==> src/rtl/axil_window_bridge.sv <==
// AXI4-Lite bridge relocating up to NUM_WIN address windows onto a master port.
// Define AXIL_BRIDGE_BSWAP_EN to byte-swap data and strobes for big-endian targets.
module axil_window_bridge #(
   parameter int                    NUM_WIN    = 1,
   parameter logic [32*NUM_WIN-1:0] WIN_BASE   = '0,
   parameter logic [32*NUM_WIN-1:0] WIN_SIZE   = {NUM_WIN{32'h1000_0000}},
   parameter logic [32*NUM_WIN-1:0] WIN_OFFSET = '0,
   parameter int                    DATA_WIDTH = 32,
   parameter int                    DEST_WIDTH = 32
) (
   input  logic                    clk,
   input  logic                    rst,
   input  logic [31:0]             s_araddr,
   input  logic                    s_arvalid,
   input  logic [2:0]              s_arprot,
   output logic                    s_arready,
   output logic [DATA_WIDTH-1:0]   s_rdata,
   output logic [1:0]              s_rresp,
   output logic                    s_rvalid,
   input  logic                    s_rready,
   input  logic [31:0]             s_awaddr,
   input  logic                    s_awvalid,
   input  logic [2:0]              s_awprot,
   output logic                    s_awready,
   input  logic [DATA_WIDTH-1:0]   s_wdata,
   input  logic [DATA_WIDTH/8-1:0] s_wstrb,
   input  logic                    s_wvalid,
   output logic                    s_wready,
   output logic [1:0]              s_bresp,
   output logic                    s_bvalid,
   input  logic                    s_bready,
   output logic [DEST_WIDTH-1:0]   m_araddr,
   output logic                    m_arvalid,
   output logic [2:0]              m_arprot,
   input  logic                    m_arready,
   input  logic [DATA_WIDTH-1:0]   m_rdata,
   input  logic [1:0]              m_rresp,
   input  logic                    m_rvalid,
   output logic                    m_rready,
   output logic [DEST_WIDTH-1:0]   m_awaddr,
   output logic                    m_awvalid,
   output logic [2:0]              m_awprot,
   input  logic                    m_awready,
   output logic [DATA_WIDTH-1:0]   m_wdata,
   output logic [DATA_WIDTH/8-1:0] m_wstrb,
   output logic                    m_wvalid,
   input  logic                    m_wready,
   input  logic [1:0]              m_bresp,
   input  logic                    m_bvalid,
   output logic                    m_bready
);

   localparam int STRB_W = DATA_WIDTH / 8;

   typedef enum logic [1:0] {R_IDLE, R_ADDR, R_DATA, R_RESP} r_state_e;
   typedef enum logic [1:0] {W_IDLE, W_REQ, W_RESP, W_DONE} w_state_e;

   // {hit, translated address}; loop runs downward so the lowest index wins
   function automatic logic [32:0] decode(input logic [31:0] a);
      logic [32:0] r;
      r = '0;
      for (int i = NUM_WIN - 1; i >= 0; i--) begin
         if ((a & ~(WIN_SIZE[32*i+:32] - 32'd1)) == WIN_BASE[32*i+:32])
            r = {1'b1, a - WIN_BASE[32*i+:32] + WIN_OFFSET[32*i+:32]};
      end
      return r;
   endfunction

`ifdef AXIL_BRIDGE_BSWAP_EN
   function automatic logic [DATA_WIDTH-1:0] swap_d(input logic [DATA_WIDTH-1:0] d);
      logic [DATA_WIDTH-1:0] r;
      for (int i = 0; i < STRB_W; i++) r[8*i+:8] = d[DATA_WIDTH-8-8*i+:8];
      return r;
   endfunction
   function automatic logic [STRB_W-1:0] swap_s(input logic [STRB_W-1:0] s);
      logic [STRB_W-1:0] r;
      for (int i = 0; i < STRB_W; i++) r[i] = s[STRB_W-1-i];
      return r;
   endfunction
`else
   function automatic logic [DATA_WIDTH-1:0] swap_d(input logic [DATA_WIDTH-1:0] d);
      return d;
   endfunction
   function automatic logic [STRB_W-1:0] swap_s(input logic [STRB_W-1:0] s);
      return s;
   endfunction
`endif

   r_state_e                r_state_q;
   w_state_e                w_state_q;
   logic                    s_arready_q, s_rvalid_q, m_arvalid_q, m_rready_q;
   logic [DATA_WIDTH-1:0]   s_rdata_q;
   logic [1:0]              s_rresp_q, s_bresp_q;
   logic [DEST_WIDTH-1:0]   m_araddr_q, m_awaddr_q;
   logic [2:0]              m_arprot_q, m_awprot_q, awprot_q;
   logic                    s_awready_q, s_wready_q, s_bvalid_q;
   logic                    m_awvalid_q, m_wvalid_q, m_bready_q;
   logic [31:0]             awaddr_q;
   logic [DATA_WIDTH-1:0]   wdata_q, m_wdata_q;
   logic [STRB_W-1:0]       wstrb_q, m_wstrb_q;

   logic [32:0]             ar_dec_d, aw_dec_d;
   logic [DATA_WIDTH-1:0]   wdata_d;
   logic [STRB_W-1:0]       wstrb_d;
   logic [2:0]              awprot_d;
   logic                    aw_hs, w_hs, both_d, req_done;

   assign aw_hs    = s_awvalid & s_awready_q;
   assign w_hs     = s_wvalid & s_wready_q;
   assign both_d   = (aw_hs | ~s_awready_q) & (w_hs | ~s_wready_q);
   assign ar_dec_d = decode(s_araddr);
   assign aw_dec_d = decode(aw_hs ? s_awaddr : awaddr_q);
   assign awprot_d = aw_hs ? s_awprot : awprot_q;
   assign wdata_d  = w_hs ? s_wdata : wdata_q;
   assign wstrb_d  = w_hs ? s_wstrb : wstrb_q;
   assign req_done = (~m_awvalid_q | m_awready) & (~m_wvalid_q | m_wready);

   always_ff @(posedge clk) begin
      if (rst) begin
         r_state_q   <= R_IDLE;
         s_arready_q <= 1'b1;
         s_rvalid_q  <= 1'b0;
         s_rdata_q   <= '0;
         s_rresp_q   <= 2'b00;
         m_arvalid_q <= 1'b0;
         m_araddr_q  <= '0;
         m_arprot_q  <= 3'b000;
         m_rready_q  <= 1'b0;
      end else begin
         unique case (r_state_q)
            R_IDLE: if (s_arvalid) begin
               s_arready_q <= 1'b0;
               if (ar_dec_d[32]) begin
                  m_arvalid_q <= 1'b1;
                  m_araddr_q  <= ar_dec_d[DEST_WIDTH-1:0];
                  m_arprot_q  <= s_arprot;
                  r_state_q   <= R_ADDR;
               end else begin
                  s_rvalid_q <= 1'b1;
                  s_rdata_q  <= '0;
                  s_rresp_q  <= 2'b11;
                  r_state_q  <= R_RESP;
               end
            end
            R_ADDR: if (m_arready) begin
               m_arvalid_q <= 1'b0;
               m_rready_q  <= 1'b1;
               r_state_q   <= R_DATA;
            end
            R_DATA: if (m_rvalid) begin
               m_rready_q <= 1'b0;
               s_rvalid_q <= 1'b1;
               s_rdata_q  <= swap_d(m_rdata);
               s_rresp_q  <= m_rresp;
               r_state_q  <= R_RESP;
            end
            R_RESP: if (s_rready) begin
               s_rvalid_q  <= 1'b0;
               s_arready_q <= 1'b1;
               r_state_q   <= R_IDLE;
            end
            default: r_state_q <= R_IDLE;
         endcase
      end
   end

   always_ff @(posedge clk) begin
      if (rst) begin
         w_state_q   <= W_IDLE;
         s_awready_q <= 1'b1;
         s_wready_q  <= 1'b1;
         s_bvalid_q  <= 1'b0;
         s_bresp_q   <= 2'b00;
         awaddr_q    <= '0;
         awprot_q    <= 3'b000;
         wdata_q     <= '0;
         wstrb_q     <= '0;
         m_awvalid_q <= 1'b0;
         m_awaddr_q  <= '0;
         m_awprot_q  <= 3'b000;
         m_wvalid_q  <= 1'b0;
         m_wdata_q   <= '0;
         m_wstrb_q   <= '0;
         m_bready_q  <= 1'b0;
      end else begin
         unique case (w_state_q)
            W_IDLE: begin
               if (aw_hs) begin
                  s_awready_q <= 1'b0;
                  awaddr_q    <= s_awaddr;
                  awprot_q    <= s_awprot;
               end
               if (w_hs) begin
                  s_wready_q <= 1'b0;
                  wdata_q    <= s_wdata;
                  wstrb_q    <= s_wstrb;
               end
               if (both_d && aw_dec_d[32]) begin
                  m_awvalid_q <= 1'b1;
                  m_awaddr_q  <= aw_dec_d[DEST_WIDTH-1:0];
                  m_awprot_q  <= awprot_d;
                  m_wvalid_q  <= 1'b1;
                  m_wdata_q   <= swap_d(wdata_d);
                  m_wstrb_q   <= swap_s(wstrb_d);
                  w_state_q   <= W_REQ;
               end else if (both_d) begin
                  s_bvalid_q <= 1'b1;
                  s_bresp_q  <= 2'b11;
                  w_state_q  <= W_DONE;
               end
            end
            W_REQ: begin
               if (m_awready) m_awvalid_q <= 1'b0;
               if (m_wready) m_wvalid_q <= 1'b0;
               if (req_done) begin
                  m_bready_q <= 1'b1;
                  w_state_q  <= W_RESP;
               end
            end
            W_RESP: if (m_bvalid) begin
               m_bready_q <= 1'b0;
               s_bvalid_q <= 1'b1;
               s_bresp_q  <= m_bresp;
               w_state_q  <= W_DONE;
            end
            W_DONE: if (s_bready) begin
               s_bvalid_q  <= 1'b0;
               s_awready_q <= 1'b1;
               s_wready_q  <= 1'b1;
               w_state_q   <= W_IDLE;
            end
            default: w_state_q <= W_IDLE;
         endcase
      end
   end

   assign s_arready = s_arready_q;
   assign s_rvalid  = s_rvalid_q;
   assign s_rdata   = s_rdata_q;
   assign s_rresp   = s_rresp_q;
   assign m_arvalid = m_arvalid_q;
   assign m_araddr  = m_araddr_q;
   assign m_arprot  = m_arprot_q;
   assign m_rready  = m_rready_q;
   assign s_awready = s_awready_q;
   assign s_wready  = s_wready_q;
   assign s_bvalid  = s_bvalid_q;
   assign s_bresp   = s_bresp_q;
   assign m_awvalid = m_awvalid_q;
   assign m_awaddr  = m_awaddr_q;
   assign m_awprot  = m_awprot_q;
   assign m_wvalid  = m_wvalid_q;
   assign m_wdata   = m_wdata_q;
   assign m_wstrb   = m_wstrb_q;
   assign m_bready  = m_bready_q;

endmodule
==> config.mk <==
export PLATFORM = sky130hd
export DESIGN_NAME = axil_window_bridge
export DESIGN_NICKNAME = d
export VERILOG_FILES = /design/src/rtl/axil_window_bridge.sv
export SDC_FILE = /design/constraint.sdc
export NUM_CORES = 1
export LEC_CHECK = 0
export CAP_MARGIN = 20
export CORE_UTILIZATION = 41
export DETAILED_ROUTE_END_ITERATION = 10
export PLACE_DENSITY = 0.79
export SLEW_MARGIN = 40
export SYNTH_ARGS = -nofsm -noshare
export SYNTH_HDL_FRONTEND = slang
export SYNTH_SLANG_ARGS = --single-unit
==> constraint.sdc <==
create_clock -name clk -period 3.5 [get_ports clk]
set_clock_uncertainty 0.05 [all_clocks]
set_input_delay 0.35 -clock clk [delete_from_list [all_inputs] [get_ports clk]]
set_output_delay 0.35 -clock clk [all_outputs]
set_load 0.01 [all_outputs]
**After elaboration in Yosys (flattened, before gate mapping)**

Index checks and enable logic that the tools add are counted.

- Register bits: 227
- Memories: 0
- Bits of input ports: 154
- Bits in latches: 0
- ROM bits: 0
- Memory bits (writable): 0

- Bitwise gates (word level): 12
- Magnitude comparators: 0
- Add/subtract/negate cells: 0
- Reduce and logical (&&, ||, !) cells: 31
- Divide/modulo/power cells: 0
- Eq/ne operators: 23
- Muxes and demuxes: 62
- Multiply operators: 0
- Shift operators: 0

Operators with widths:

| kind | number |
|---|---|
| 32-bit 2-to-1 mux | 5 |
| 33-bit 2-to-1 mux | 2 |
| 32-bit zero test | 2 |
| 32-bit case mux with 2 select lines | 1 |
| 2-bit inequality test, second input constant | 16 |
| 2-bit 2-to-1 mux | 15 |
| 3-bit AND reduction | 8 |
| 1-bit 2-to-1 mux | 23 |
| 4-bit AND reduction | 5 |
| 1-bit case mux with 2 select lines | 8 |
| 2-bit case mux with 4 select lines | 2 |
| 2-bit nonzero test | 8 |
| 5-bit AND reduction | 2 |
| 2-bit == test, second input constant | 4 |
| 2-bit case mux with 2 select lines | 2 |
| 1-bit case mux with 3 select lines | 2 |
| 3-bit nonzero test | 2 |
| 1-bit bitwise AND | 4 |
| 2-bit by 1-bit == test with 1-bit output, second input constant | 2 |
| 2-bit zero test | 2 |
| 4-bit 2-to-1 mux | 1 |
| 1-bit inverter | 4 |
| 1-bit OR | 4 |
| 3-bit 2-to-1 mux | 1 |
| 3 further kinds | 3 |

**Logic depth before layout (Yosys ltp)**

Gate-level depths: netlist of run 1.

- Word-level depth: 7
- Mapped depth: 10
- Gate-level depth less buffers: 7

**Least setup slack after synthesis of run 1**

No wires, ideal clock.

- Kind: reg2reg
- Start: reg r_state_q[0]
- End: reg s_rdata_q[15], in the netlist s_rdata[15]
- Library setup time: 0.070 ns
- Arrival: 1.855 ns
- Path buffers: 3
- Slack: 1.524 ns
- Required time: 3.380 ns
- Stages on the path, launching flop included: 11
- Clock period less this slack: 1.976 ns
- Path through: dfxtp_1 > inv_1 > ha_1 > buf_2 > inv_1 > o21ai_0 > or3_1 > clkbuf_1 > clkbuf_1 > nand2_1 > a21oi_1

- Longest elaborated chain between the ends: 3
- Elaborated cells between the ends (all ways): 8

Ends and longest elaborated chain:

| what | line | source |
|---|---|---|
| start: declaration | 89 | `r_state_e r_state_q;` |
| start signal: assignment | 120 | `r_state_q <= R_IDLE;` |
| start signal: assignment | 137 | `r_state_q <= R_ADDR;` |
| start signal: assignment | 142 | `r_state_q <= R_RESP;` |
| 2-bit == test or 2-bit zero test (tied branches) | 130 | `unique case (r_state_q)` |
| 2-bit inequality test (no line) or 2-bit nonzero test (tied branches) | n/a |  |
| 4-bit AND reduction (no line) | n/a |  |
| end signal: assignment | 153 | `s_rdata_q <= swap_d(m_rdata);` |
| end: declaration | 92 | `logic [DATA_WIDTH-1:0] s_rdata_q;` |

Several ways; a longest one is shown, not always the timed one.
A chain may end at the register's enable or synchronous reset.

**Final worst setup path of run 1**

- Start: reg s_awready_q, in the netlist s_awready
- End: reg s_bvalid_q, in the netlist s_bvalid

- Longest elaborated chain between the ends: 7
- Elaborated cells between the ends (all ways): 11

Ends and longest elaborated chain:

| what | line | source |
|---|---|---|
| start: declaration | 96 | `logic s_awready_q, s_wready_q, s_bvalid_q;` |
| start signal: assignment | 170 | `s_awready_q <= 1'b1;` |
| start signal: assignment | 189 | `s_awready_q <= 1'b0;` |
| start signal: assignment | 228 | `s_awready_q <= 1'b1;` |
| 1-bit bitwise AND | 108 | `assign aw_hs = s_awvalid & s_awready_q;` |
| 32-bit 2-to-1 mux | n/a |  |
| 32-bit zero test | 63 | `if ((a & ~(WIN_SIZE[32*i+:32] - 32'd1)) == WIN_BASE[32*i+:32])` |
| 33-bit 2-to-1 mux | 63 |  |
| 1-bit logical AND | 198 | `if (both_d && aw_dec_d[32]) begin` |
| 2-bit inequality test (no line) | n/a |  |
| 5-bit AND reduction (no line) (*) | n/a |  |
| end signal: assignment | 207 | `s_bvalid_q <= 1'b1;` |
| end signal: assignment | 222 | `s_bvalid_q <= 1'b1;` |
| end signal: assignment | 227 | `s_bvalid_q <= 1'b0;` |
| end: declaration | 96 |  |

Mark *: on every way between the ends. The rest lies on a longest branch, timed or not.

==> results of run 1 <==
-- where the power goes --
group | switching (uW) | leakage [uW] | total (uW) | internal [uW]
clock | 1020 | 0.000375 | 2490 | 1470
combinational | 1640 | 0.00215 | 2880 | 1240
sequential | 254 | 0.00185 | 3300 | 3050
total | 2920 | 0.00438 | 8660 | 5750
-- cells in the final DEF (no fill, tap or decap), types with 5 or more instances in the layout --
cell type        Yosys  layout
nand3_1            102     102
nor3_1               7       7
inv_1               10      10
a21oi_1            144     144
and3_1               7       7
nand2b_1             5       5
ha_1                 8       8
nand2_1            313     313
dfxtp_1            227     227
clkdlybuf4s50_1      0     304
o21ai_0             10      10
nor3b_1              5       5
buf_4                1      17
clkbuf_16            0      25
clkbuf_1            78       6
nor2_1              83      83
a311oi_1            69      69
-- metal layers --
metal / wire [um] / up-vias / share of wire, % / track usage [%]
met5: 0 / - / 0 / 0
li1: - / 4323 / - / -
met1: 10270 / 4000 / 40 / 26.89
met4: 774 / 0 / 3.0 / 7.194
met2: 12520 / 312 / 48 / 38.88
met3: 2261 / 42 / 8.8 / 6.850
-- per-stage QoR --
stage          setup WS [ns]  area (um^2)
2_1_floorplan          1.524         8867
4_1_cts               0.7827        12800
5_1_grt               0.5600        12800
3_5_place_dp          0.7346        12020
3_3_place_gp          0.7389        12020
6_report              0.7985        12800
-- kinds of logic after synthesis --
group           count (synthesis)  synth area share [%]
buf+inv                       107                 5.108
mux                             2                0.2258
simple gates                  539                 25.68
fa+ha+maj                       8                 1.129
flops                         227                 51.25
compound gates                235                 16.61
-- synthesized netlist by cell type, drive strengths merged, types with 4 or more instances --
cell | number | area [um^2]
nand2b | 5 | 31.28
a21oi | 144 | 720.7
nor2 | 83 | 311.6
dfxtp | 227 | 4544
nand3 | 102 | 510.5
nor3 | 8 | 45.04
nor2b | 4 | 25.02
o21ai | 10 | 50.05
nand2 | 314 | 1181
buf | 19 | 122.6
clkbuf | 78 | 292.8
nor3b | 5 | 37.54
inv | 10 | 37.54
a311oi | 69 | 604.3
and3 | 7 | 43.79
ha | 8 | 100.1
-- worst paths after layout --
check / startpoint / endpoint
min: rst / s_rdata[29]
max reg2reg: s_awready / s_bvalid
max: s_awready / s_bvalid
min reg2reg: s_rdata[7] / s_rdata[7]
-- area by class of cell --
cell class / count / area [um^2]
clock buffers: 35 / 703.2
clock inverters: 7 / 68.82
fillers: 1802 / 8292
inverters: 10 / 37.54
multi-input cells: 784 / 3876
flip-flops and latches: 227 / 4544
well taps: 275 / 344.1
repair buffers: 324 / 3222
-- registers in the layout, indices dropped and copies added (netlist names), 4 cells and up --
signal / count
m_araddr: 32
m_wdata: 32
m_wstrb: 4
wstrb_q: 4
s_rdata: 32
awaddr_q: 32
m_awaddr: 32
wdata_q: 32
-- critical path, stage by stage (launching register included) --
cell and delay [ns]:
dfxtp_1 0.37, buf_4 0.38, nand2_2 0.25, mux2i_1 0.23
nor4b_4 0.38, buf_4 0.51, nor3b_1 0.17, a32o_1 0.24
==> impl_results.md, run 1 <==
* Drt total wl at 25820 um
* WS Path Type: register to register
* Post-synth EDFFs at 0
* RD Place Congestion at 0.8151
* Cell Count Post-Placement at 1620
* Hold Vio Cnt, Final at 0
* CTS sink cnt at 227
* Layout cells sized above 1 at 4.326%
* Clock Latency Late Sink at 0.51 ns
* Yosys warns at 0
* R2r worst-path depth at 7
* Max_slew headroom at 58.34%
* Antenna violations before repair at 0
* HP Class: input port to register
* Via density per instance at 5.221
* Iter 0 DRT Violations at 508
* First-pass DRT Iterations at 5
* Post-CTS setup buffer count at 0
* VDD IR-drop max at 0.4571 mV
* Worst hold slack at 0.2201 ns
* Fmax at 0.3702 GHz
* Fin util at 60.68%
* Synth async-reset ratio at 0%
* Syn Std Cell Area at 8867 um^2
* CTS tree: done
* Post-synth net total at 1280
* Die height at 149.1 um
* Slew of the pin with the lowest slew margin at 0.6234 ns
* PD cells at about 680 nW/um^2
* IO Port Bufs at 305
* Final Max Slew Viols at 0
* Power consumption at 8663 uW
* DR WL/cell at 15.54 um
* Register area share after synthesis at 51.25%
* Dpl hpwl at 17080 um
* First-pass GRT wire length at 40910 um
* Hold path depth at 2
* H-tree depth at 1
* Run status: finished, final reports clean
* Startpoint types: register
* Critical Path AT at 3.06 ns
* Setup_tns at 0 ns
* Clock buffer depth at 3
* Io pins at a little over 300
* Cell Rows at between 50 and 60
* RSZ-0062 raised after global routing: false
* Die Width at 149.1 um
* Total Routing Usage GR at 22.65%
* CTS buffer count at 25
* Pin count of the biggest net entering global routing at slightly above 90
* CP Data Required Time at a little under 4 ns
* Reg2reg setup slack at 0.80 ns
* Fin crit share at approximately 77%
* Layout area overhead at 44.31%
* Die ar. at approximately 22000 um^2
* Yosys reg bits at 227
* Crit path time final at between 2 and 3 ns
* GRT Residual Overflow at 0
* Ys flop type: dfxtp_1
* Resized Gates After CTS at 0
* Crit path max fanout at 55
* DRC at 0
* Clock Root Buffer: clkbuf_16
* Post-DRT Antenna Nets at 0
* Average size of a mapped cell at 7.931 um^2
* Post-route insts no fill at around 1700
* Hold buffers post-CTS at 0
* Nets at between 1500 and 2000
* Leakage power at 0.004375 uW
* Final setup violation count at 0
* Core area at around 21000 um^2
* Initial Util at 42.05%
* CTS clk-pin slew, worst paths at roughly 0.060 ns
* Max Cap Viol at 0
* Ant diodes at 0
* Synthesized instance count at 1118
* Via count at 8677
* Cell variety after synth at 36
* Number of global-route vias before repair at 8167
* CP endpoint kind: register
(Power assumes the default switching activity.)
==> run 2: changes to the inputs <==
--- a/config.mk
+++ b/config.mk
@@ -8,7 +8,7 @@
 export CAP_MARGIN = 20
 export CORE_UTILIZATION = 41
 export DETAILED_ROUTE_END_ITERATION = 10
-export PLACE_DENSITY = 0.79
+export PLACE_DENSITY = 0.81
 export SLEW_MARGIN = 40
 export SYNTH_ARGS = -nofsm -noshare
 export SYNTH_HDL_FRONTEND = slang
==> constraint.sdc (replaced) <==
create_clock -name clk -period 2.2 [get_ports clk]
set_clock_uncertainty 0.05 [all_clocks]
set_input_delay 0.22 -clock clk [delete_from_list [all_inputs] [get_ports clk]]
set_output_delay 0.22 -clock clk [all_outputs]
set_load 0.01 [all_outputs]
==> run 2 against run 1 <==
- worst hold slack got worse by 0.022 ns
- largest cell class unchanged
- count of clock-buffer cells in the layout fell by 2
- global-route usage grew 0.51 points
- sequential cell count unchanged
- clock power rose by 81%
- largest power group unchanged
- sequential share of layout area shrank 1.4 points
- die area is the same
- power rose by 72%
- highest routed layer unchanged
==> impl_results.md, run 2 (synthesis gave the netlist of run 1 again) <==
* Crit path time final at 2.057 ns
* Io pins at 306 (unchanged)
* Hold Vio Cnt, Final at 0 (unchanged)
* Post-DRT Antenna Nets at 0 (unchanged)
* Critical Path AT at 1.79 ns (-1.27 ns)
* CTS clk-pin slew, worst paths at 0.06 ns (about the same)
* Leakage power at 0.004628 uW (+5.8%)
* Startpoint types: register
* Antenna violations before repair at 0 (unchanged)
* Commonest non-fill, non-tap cells in the layout: nand2_1, clkdlybuf4s50_1, dfxtp_1
* WS Path Type: register to output port
* Total Routing Usage GR at 23.16% (+0.51 points)
* HP Class: input port to register
* PD cells at 1118 nW/um^2 (+65%)
* H-tree depth at 1 (unchanged)
* Number of global-route vias before repair at 8541 (+4.6%)
* GRT Residual Overflow at 0 (unchanged)
* Clock buffer depth at 3 (unchanged)
* Multi-input logic area at 3879 um^2 (about the same)
* Crit path max fanout at 32 (-42%)
* Register area at 4546 um^2 (about the same)
* Layout cells sized above 1 at 6.427% (+2.1 points)
* RD Place Congestion at 0.8080 (-0.87%)
* Initial Util at 42.05% (unchanged)
* Final-layout fill cell count at 1690 (-6.2%)
* DRC at 0 (unchanged)
* Most common cell after layout, fill and taps aside: nand2_1
* Via density per instance at 5.254 (+0.63%)
* Ant diodes at 0 (unchanged)
* Final setup violation count at 0 (unchanged)
* Max Cap Viol at 0 (unchanged)
* CP endpoint kind: output port
* CTS tree: done
* VDD IR-drop max at 0.7092 mV (+55%)
* Pre-CTS WS at -0.1375 ns (-0.8722 ns)
* Clock Root Buffer: clkbuf_16
* Core area at 21090 um^2 (unchanged)
* Layout area overhead at 50.13%
* Run status: finished, final reports clean
* Post-route setup slack at 0.1427 ns (-0.6558 ns)
* CTS buffer count at 24 (-4.0%)
* Max_slew headroom at 71.76% (+13 points)
* First-pass GRT wire length at 41960 um (+2.6%)
* IO Port Bufs at 305 (unchanged)
* Die height at 149.1 um (unchanged)
* CP delay by family, top: buffers and inverters
* RSZ-0062 raised after global routing: false
* Dpl hpwl at 17770 um (+4.0%)
* Nets at 1561 (+1.8%)
* CTS sink cnt at 227 (unchanged)
* CP max stage cell: clkdlybuf4s50_1
* Fin util at 63.13% (+2.5 points)
* Fin crit share at 93.51%
* Final Max Slew Viols at 0 (unchanged)
* Pin count of the biggest net entering global routing at 85 (-8.6%)
* CP Cell Sequence: buf_6 -> clkdlybuf4s50_1
* Iter 0 DRT Violations at 401 (-21%)
* CP peak stage delay at 0.59 ns (+0.08 ns)
* Via count at 8884 (+2.4%)
* Die ar. at 22220 um^2 (unchanged)
* First-pass DRT Iterations at 5 (unchanged)
* DR WL/cell at 15.70 um (+1.1%)
* Clock Latency Late Sink at 0.52 ns (about the same)
* Buf/Inv on CP at 2 (unchanged)
* Die Width at 149.1 um (unchanged)
* Cell Rows at 53 (unchanged)
* Drt total wl at 26550 um (+2.8%)
* Worst hold slack at 0.1981 ns (-0.02193 ns)
* CP Data Required Time at 1.93 ns (-1.93 ns)
* Slew of the pin with the lowest slew margin at 0.4232 ns (-0.2002 ns)
* Fmax at 0.4861 GHz
## run 2: cell types whose count changed in the layout (fill, tap and decap cells not counted), sizes merged
cell         before  now
clkinvlp          2    0
bufinv            1    6
dlygate4sd3       0    1
clkbuf           35   33
clkinv            3    4
inv              11   10
buf              20   47
## run 2: worst register-to-register path: cells and delay by family (launching register included)
| kind | cells | cell delay, ns |
|---|---|---|
| compound gates | 1 | 0.12 |
| flops | 1 | 0.37 |
| simple gates | 4 | 0.68 |
| buf+inv | 3 | 0.43 |
| fa+ha+maj | 1 | 0.24 |
## run 2: through the flow
step / setup TNS (ns) / std cells / power, uW / instance area [um^2]
after global placement: -3.848 / 1645 / 10220 / 12390
after global routing: 0 / 1691 / 15720 / 13310
final: 0 / 1691 / 14880 / 13310
after floorplan: 0 / 1118 / 7988 / 8867
after detailed placement: -5.014 / 1646 / 10380 / 12400
after CTS: 0 / 1690 / 14930 / 13300
## run 2: path summary, 6_finish.rpt
path,from,slack [ns],endpoint,cells after the start
min,s_araddr[3],0.20,m_araddr[3],3
max reg2reg,r_state_q[1],0.18,s_rresp[0],9
max,s_awready,0.14,s_awready,2
min reg2reg,s_rdata[22],0.40,s_rdata[22],2
## run 2: per-layer routing
| metal | wire, um | share of wire, % | GRT usage [%] |
|---|---|---|---|
| met1 | 10690 | 40 | 27.41 |
| met2 | 12620 | 48 | 39.40 |
| met3 | 2252 | 8.5 | 6.514 |
| met4 | 992 | 3.7 | 9.184 |
| met5 | 0 | 0 | 0 |
## run 2: final cells by class
type	instances	share of cell area, %
Sequential cell	227	34.14
Clock inverter	10	1.588
Tap cell	275	2.585
Clock buffer	33	5.066
Multi-Input combinational cell	784	29.14
Inverter	10	0.2820
Timing Repair Buffer	352	27.20
## run 2: power breakdown
| part | switching, uW | internal (uW) | leakage, uW | total [uW] |
|---|---|---|---|---|
| registers | 407 | 4850 | 0.00185 | 5250 |
| logic | 2720 | 2400 | 0.00235 | 5120 |
| clock network | 1660 | 2850 | 0.000434 | 4510 |
## run 2: repair_timing
action,in CTS,in global routing
pin swaps,0,1
endpoints found under the hold margin,14,0
setup buffers,0,1
hold buffers,1,0
setup endpoints to repair,1,18
gates resized for setup,1,4
